$ cat src/rtl/uart_rx_core_if.sv
// Serial line, frame configuration and received-word outputs of the UART receiver.
interface uart_rx_core_if #(parameter int DATA_WIDTH = 8);
    logic                  RX_IN;
    logic                  PAR_EN;
    logic                  PAR_TYP;
    logic [5:0]            Prescale;
    logic [DATA_WIDTH-1:0] P_DATA;
    logic                  data_valid;
    logic                  par_err;
    logic                  stp_err;
    logic                  busy;

    modport master (
        output RX_IN, PAR_EN, PAR_TYP, Prescale,
        input  P_DATA, data_valid, par_err, stp_err, busy
    );

    modport slave (
        input  RX_IN, PAR_EN, PAR_TYP, Prescale,
        output P_DATA, data_valid, par_err, stp_err, busy
    );
endinterface

$ cat src/rtl/uart_rx_core.sv
// Oversampling UART receiver: majority-voted bits, optional parity, one stop bit,
// registered one-cycle result pulses the cycle after the stop bit ends.
module uart_rx_core #(
    parameter int DATA_WIDTH = 8
) (
    input  logic          CLK,
    input  logic          RST,
    uart_rx_core_if.slave rx
);
    localparam int BW = (DATA_WIDTH > 1) ? $clog2(DATA_WIDTH) : 1;

    typedef enum logic [2:0] {IDLE, START, DATA, PARITY, STOP} state_t;

    state_t                state_q, state_d;
    logic [5:0]            edge_q, edge_d;
    logic [5:0]            presc_q, presc_d;
    logic [BW-1:0]         bit_q, bit_d;
    logic [2:0]            smp_q, smp_d;
    logic [DATA_WIDTH-1:0] data_q, data_d;
    logic [DATA_WIDTH-1:0] pdata_q, pdata_d;
    logic                  par_en_q, par_en_d;
    logic                  par_typ_q, par_typ_d;
    logic                  perr_q, perr_d;
    logic                  dv_q, dv_d;
    logic                  pe_q, pe_d;
    logic                  se_q, se_d;

    logic [5:0] mid;
    logic       last_edge;
    logic       vote;

    assign mid       = {1'b0, presc_q[5:1]};
    assign last_edge = (edge_q == presc_q - 6'd1);
    assign vote      = (smp_q[0] & smp_q[1]) | (smp_q[0] & smp_q[2]) | (smp_q[1] & smp_q[2]);

    always_ff @(posedge CLK) begin
        if (RST) begin
            state_q   <= IDLE;
            edge_q    <= '0;
            presc_q   <= '0;
            bit_q     <= '0;
            smp_q     <= '0;
            data_q    <= '0;
            pdata_q   <= '0;
            par_en_q  <= 1'b0;
            par_typ_q <= 1'b0;
            perr_q    <= 1'b0;
            dv_q      <= 1'b0;
            pe_q      <= 1'b0;
            se_q      <= 1'b0;
        end else begin
            state_q   <= state_d;
            edge_q    <= edge_d;
            presc_q   <= presc_d;
            bit_q     <= bit_d;
            smp_q     <= smp_d;
            data_q    <= data_d;
            pdata_q   <= pdata_d;
            par_en_q  <= par_en_d;
            par_typ_q <= par_typ_d;
            perr_q    <= perr_d;
            dv_q      <= dv_d;
            pe_q      <= pe_d;
            se_q      <= se_d;
        end
    end

    always_comb begin
        state_d   = state_q;
        edge_d    = edge_q;
        presc_d   = presc_q;
        bit_d     = bit_q;
        smp_d     = smp_q;
        data_d    = data_q;
        pdata_d   = pdata_q;
        par_en_d  = par_en_q;
        par_typ_d = par_typ_q;
        perr_d    = perr_q;
        dv_d      = 1'b0;
        pe_d      = 1'b0;
        se_d      = 1'b0;

        // The 6-bit edge counter always wraps, so an illegal Prescale cannot stall the FSM.
        if (state_q != IDLE) begin
            edge_d = last_edge ? 6'd0 : edge_q + 6'd1;
            if (edge_q == mid - 6'd1) smp_d[0] = rx.RX_IN;
            if (edge_q == mid)        smp_d[1] = rx.RX_IN;
            if (edge_q == mid + 6'd1) smp_d[2] = rx.RX_IN;
        end

        case (state_q)
            IDLE: begin
                if (!rx.RX_IN) begin
                    // The detection cycle is edge 0 of the start bit.
                    state_d   = START;
                    edge_d    = 6'd1;
                    bit_d     = '0;
                    perr_d    = 1'b0;
                    presc_d   = rx.Prescale;
                    par_en_d  = rx.PAR_EN;
                    par_typ_d = rx.PAR_TYP;
                end
            end
            START: begin
                if (last_edge) begin
                    state_d = vote ? IDLE : DATA;
                    bit_d   = '0;
                end
            end
            DATA: begin
                if (last_edge) begin
                    data_d[bit_q] = vote;
                    if (bit_q == BW'(DATA_WIDTH - 1)) begin
                        state_d = par_en_q ? PARITY : STOP;
                        bit_d   = '0;
                    end else begin
                        bit_d = bit_q + BW'(1);
                    end
                end
            end
            PARITY: begin
                if (last_edge) begin
                    if (vote != ((^data_q) ^ par_typ_q)) perr_d = 1'b1;
                    state_d = STOP;
                end
            end
            STOP: begin
                if (last_edge) begin
                    state_d = IDLE;
                    if (!perr_q && vote) begin
                        dv_d    = 1'b1;
                        pdata_d = data_q;
                    end else begin
                        pe_d = perr_q;
                        se_d = !vote;
                    end
                end
            end
            default: state_d = IDLE;
        endcase
    end

    assign rx.P_DATA     = pdata_q;
    assign rx.data_valid = dv_q;
    assign rx.par_err    = pe_q;
    assign rx.stp_err    = se_q;
    assign rx.busy       = (state_q != IDLE);
endmodule

$ cat src/flat_wrapper.sv
// flat-port wrapper written by rule: the top's interface ports become plain ports
module uart_rx_core_flat 
#(
    parameter int DATA_WIDTH = 8
)
  (CLK, RST, rx_RX_IN, rx_PAR_EN, rx_PAR_TYP, rx_Prescale, rx_P_DATA, rx_data_valid, rx_par_err, rx_stp_err, rx_busy);
  uart_rx_core_if #(.DATA_WIDTH(DATA_WIDTH)) rx_i ();
  input  logic CLK;
  input  logic RST;
  input wire logic [$bits(rx_i.RX_IN)-1:0] rx_RX_IN;
  input wire logic [$bits(rx_i.PAR_EN)-1:0] rx_PAR_EN;
  input wire logic [$bits(rx_i.PAR_TYP)-1:0] rx_PAR_TYP;
  input wire logic [$bits(rx_i.Prescale)-1:0] rx_Prescale;
  output wire logic [$bits(rx_i.P_DATA)-1:0] rx_P_DATA;
  output wire logic [$bits(rx_i.data_valid)-1:0] rx_data_valid;
  output wire logic [$bits(rx_i.par_err)-1:0] rx_par_err;
  output wire logic [$bits(rx_i.stp_err)-1:0] rx_stp_err;
  output wire logic [$bits(rx_i.busy)-1:0] rx_busy;
  assign rx_i.RX_IN = rx_RX_IN;
  assign rx_i.PAR_EN = rx_PAR_EN;
  assign rx_i.PAR_TYP = rx_PAR_TYP;
  assign rx_i.Prescale = rx_Prescale;
  assign rx_P_DATA = rx_i.P_DATA;
  assign rx_data_valid = rx_i.data_valid;
  assign rx_par_err = rx_i.par_err;
  assign rx_stp_err = rx_i.stp_err;
  assign rx_busy = rx_i.busy;
  uart_rx_core #(.DATA_WIDTH(DATA_WIDTH)) u_core (.CLK(CLK), .RST(RST), .rx(rx_i));
endmodule
$ cat config.mk
export PLATFORM = sky130hd
export DESIGN_NAME = uart_rx_core_flat
export DESIGN_NICKNAME = d
export VERILOG_FILES = /design/src/rtl/uart_rx_core_if.sv /design/src/rtl/uart_rx_core.sv /design/src/flat_wrapper.sv
export SDC_FILE = /design/constraint.sdc
export NUM_CORES = 1
export LEC_CHECK = 0
export ABC_AREA = 0
export BUFFER_PORTS_ARGS = -buffer_cell sky130_fd_sc_hd__buf_4
export CAP_MARGIN = 5
export CORE_UTILIZATION = 40
export CTS_BUF_LIST = sky130_fd_sc_hd__clkbuf_8
export DETAILED_ROUTE_END_ITERATION = 8
export PLACE_DENSITY = 0.58
export RECOVER_POWER = 100
export SLEW_MARGIN = 40
export SYNTH_ARGS = -nofsm -noshare
export SYNTH_HDL_FRONTEND = slang
export SYNTH_SLANG_ARGS = --single-unit
$ cat constraint.sdc
create_clock -name CLK -period 4.9 [get_ports CLK]
set_clock_uncertainty 0.15 [all_clocks]
set_input_delay 0.49 -clock CLK [delete_from_list [all_inputs] [get_ports CLK]]
set_output_delay 0.49 -clock CLK [all_outputs]
set_load 0.01 [all_outputs]
==> out/summary.txt <==
arrival time worst endpoint: 3.24 ns
Final Power: 0.0006964 W
RSZ-0062 raised after global routing: no
final-report setup violation count: 0
Hold Buf Count CTS: 0
synth top area cells: dfxtp_1 (34%), mux2i_1 (9.1%), nand2b_1 (6.2%)
Congestion Overflow GR: 0
Post-synth EDFFs: 0
critical path endpoint category: register
Post-Syn Area: 0.002537 sq mm
residual DRC count: 0
area of the multi-input gates: 0.001555 sq mm
Synth top area share: 0.3393
most common flop cell mapped by yosys: dfxtp_1
Hold Startpoint: rx_Prescale[1]
Final period util: 0.6558
leakage power figure: 1.006 nW
Synth top cells by count: dfxtp_1 (43), nand2b_1 (25), nand2_1 (24)
fmax: 311.2 MHz
# port buffers: 22
DP HPWL: 4094 microns
Iteration-0 DRC Markers: 126
row cnt: 28
Die Area: 0.006666 sq mm
Worst Tran Pin Value: 1.043 ns
I/O pin cnt: 23
layout cells sized above 1: 0.06390
drt via density: 5.332
fin crit period: 3.213 ns
Bufs on Longest Clock Path: 2
Post-Synth Adder-Cell Area: 0.03846
reg2reg start: u_core.state_q[0]$_SDFFE_PP0P_
fraction of synthesized area in multiplexers: 0.09073
Synth Area in XOR/XNOR: 0.09862
Syn Inst Count: 302
Synth Area in Compound Gates: 0.1198
syn avg cell area: 8.402 sq um
Async SR Flop Fraction: 0
n_diodes: 0
Warnings, synthesis: 0
Layout area overhead: 8.333%
first-pass GRT wire length: 9611 microns
H-tree depth: 2
worst hold path class: in2reg
Die Wd: 81.65 microns
largest area contributor in the netlist: dfxtp_1
CTS buffer count: 5
Setup CP Type: reg2reg
Placement Cell Area: 0.002719 sq mm
Die H: 81.65 microns
dpl cells: 380
clock root buffer: clkbuf_8
TNS Setup: 0 ns
routability cong.: 0.9075
count of cell types in the netlist: 49
vias in the first global route: 1949
initial antenna violation count: 0
Hold Violations, Final: 0
post_cts resized: 0
Post-CTS Setup Bufs: 0
Worst setup SP type: register
CP startpoint: u_core.state_q[0]$_SDFFE_PP0P_
CTS tree: yes
largest net degree at the start of global routing: 45
CP required: 4.92 ns
Reg area: 860.8 sq um
Max Slew Vio Count: 0
Via Count: 2069
syn nets: 320
maxcap violations: 0
largest family of logic cells by synthesized area: simple AND/OR/NAND/NOR gates
Reg clk slew, reported paths: 0.09 ns
fin cells: 388
pwr dens: 253.4 mW/mm^2
status: complete, no violations
average wire per standard cell: 14.68 microns
Synth Area in Simple Gates: 0.2692
Max FO, Critical Path: 12
worst hold slack: 0.2826 ns
clk_lat worst skew: 0.30 ns
design area: 0.002749 sq mm
count of state elements after synthesis: 43
ANT nets after route: 0
post-synthesis sequential area ratio: 0.3393
core footprint: 0.006026 sq mm
Pre-antenna DRT Iters: 5
final-layout fill cell count: 602
headroom to the max-slew limit: 0.2993
most frequent cell after synthesis: dfxtp_1
Routed Wire Length: 5695 microns
Clock Sinks: 43
VDD IR max: 0.1228 mV
# nets final: 330
initial core utilization: 0.4211
Global Route Usage Sum: 0.1917
## per-layer routing
| layer | track usage | routed length [microns] |
|---|---|---|
| met5 | 0 | 0 |
| met3 | 0.03889 | 266 |
| met4 | 0.06667 | 112 |
| met2 | 0.2700 | 2236 |
| met1 | 0.2848 | 3079 |
## worst paths after layout
kind | depth (start not counted) | slack, ns | to
max | 5 | 1.69 | u_core.bit_q[2]$_SDFFE_PP0P_
max reg2reg | 5 | 1.69 | u_core.bit_q[2]$_SDFFE_PP0P_
min reg2reg | 1 | 0.32 | u_core.rx.data_valid$_SDFF_PP0_
min | 3 | 0.28 | u_core.presc_q[1]$_SDFFE_PP0P_
## stage by stage
stage	utilization	setup WS [ns]
2_1_floorplan	-	2.459
3_3_place_gp	0.4512	2.246
3_5_place_dp	0.4512	2.198
4_1_cts	0.4653	2.193
5_1_grt	0.4562	1.385
6_report	0.4562	1.687
## flip-flops by register name, summed over array words and instances, names as in the netlist
signal	count
u_core.bit_q	3
u_core.perr_q	1
u_core.rx.data_valid	1
u_core.presc_q	6
u_core.rx.par_err	1
u_core.smp_q	3
u_core.par_en_q	1
u_core.data_q	8
u_core.state_q	3
u_core.rx.P_DATA	8
u_core.par_typ_q	1
u_core.edge_q	6
u_core.rx.stp_err	1
## cells in the final DEF, fill, tap and decap left out, types with 8 or more instances in the layout
master     n
buf_4     11
nor3_1    18
xnor2_1   15
nand2b_1  25
a21oi_1   16
inv_1      8
nor2_1    16
mux2i_1   23
nand3_1   21
xor2_1    11
nand2_1   24
dfxtp_1   43
clkbuf_1  12
## cell families after synthesis
group | count (synthesis)
AO/OA/AOI/OAI | 44
flip-flops | 43
adder cells (fa/ha/maj) | 8
buffers and inverters | 27
XOR/XNOR | 27
multiplexers | 23
AND/OR/NAND/NOR | 130
## power breakdown
part / total (W) / internal (W) / switching [W]
sequential: 0.000373 / 0.000357 / 0.0000160
clock: 0.000223 / 0.0000976 / 0.000125
combinational: 0.000101 / 0.0000418 / 0.0000591
## critical path, cell delays in order (launching register included)
cell     delay, ns
dfxtp_1       0.42
nor3_1        0.89
inv_1         0.42
nor2_1        0.78
a21oi_1       0.25
mux2i_1       0.18
## layout make-up
type / count / area share
clock buffers: 5 / 0.02503
clock inverters: 3 / 0.005917
inverters: 7 / 0.009558
multi-input cells: 232 / 0.5658
flip-flops and latches: 43 / 0.3132
well taps: 75 / 0.03414
repair buffers: 23 / 0.04643
Power figures use the tool's default switching activity.
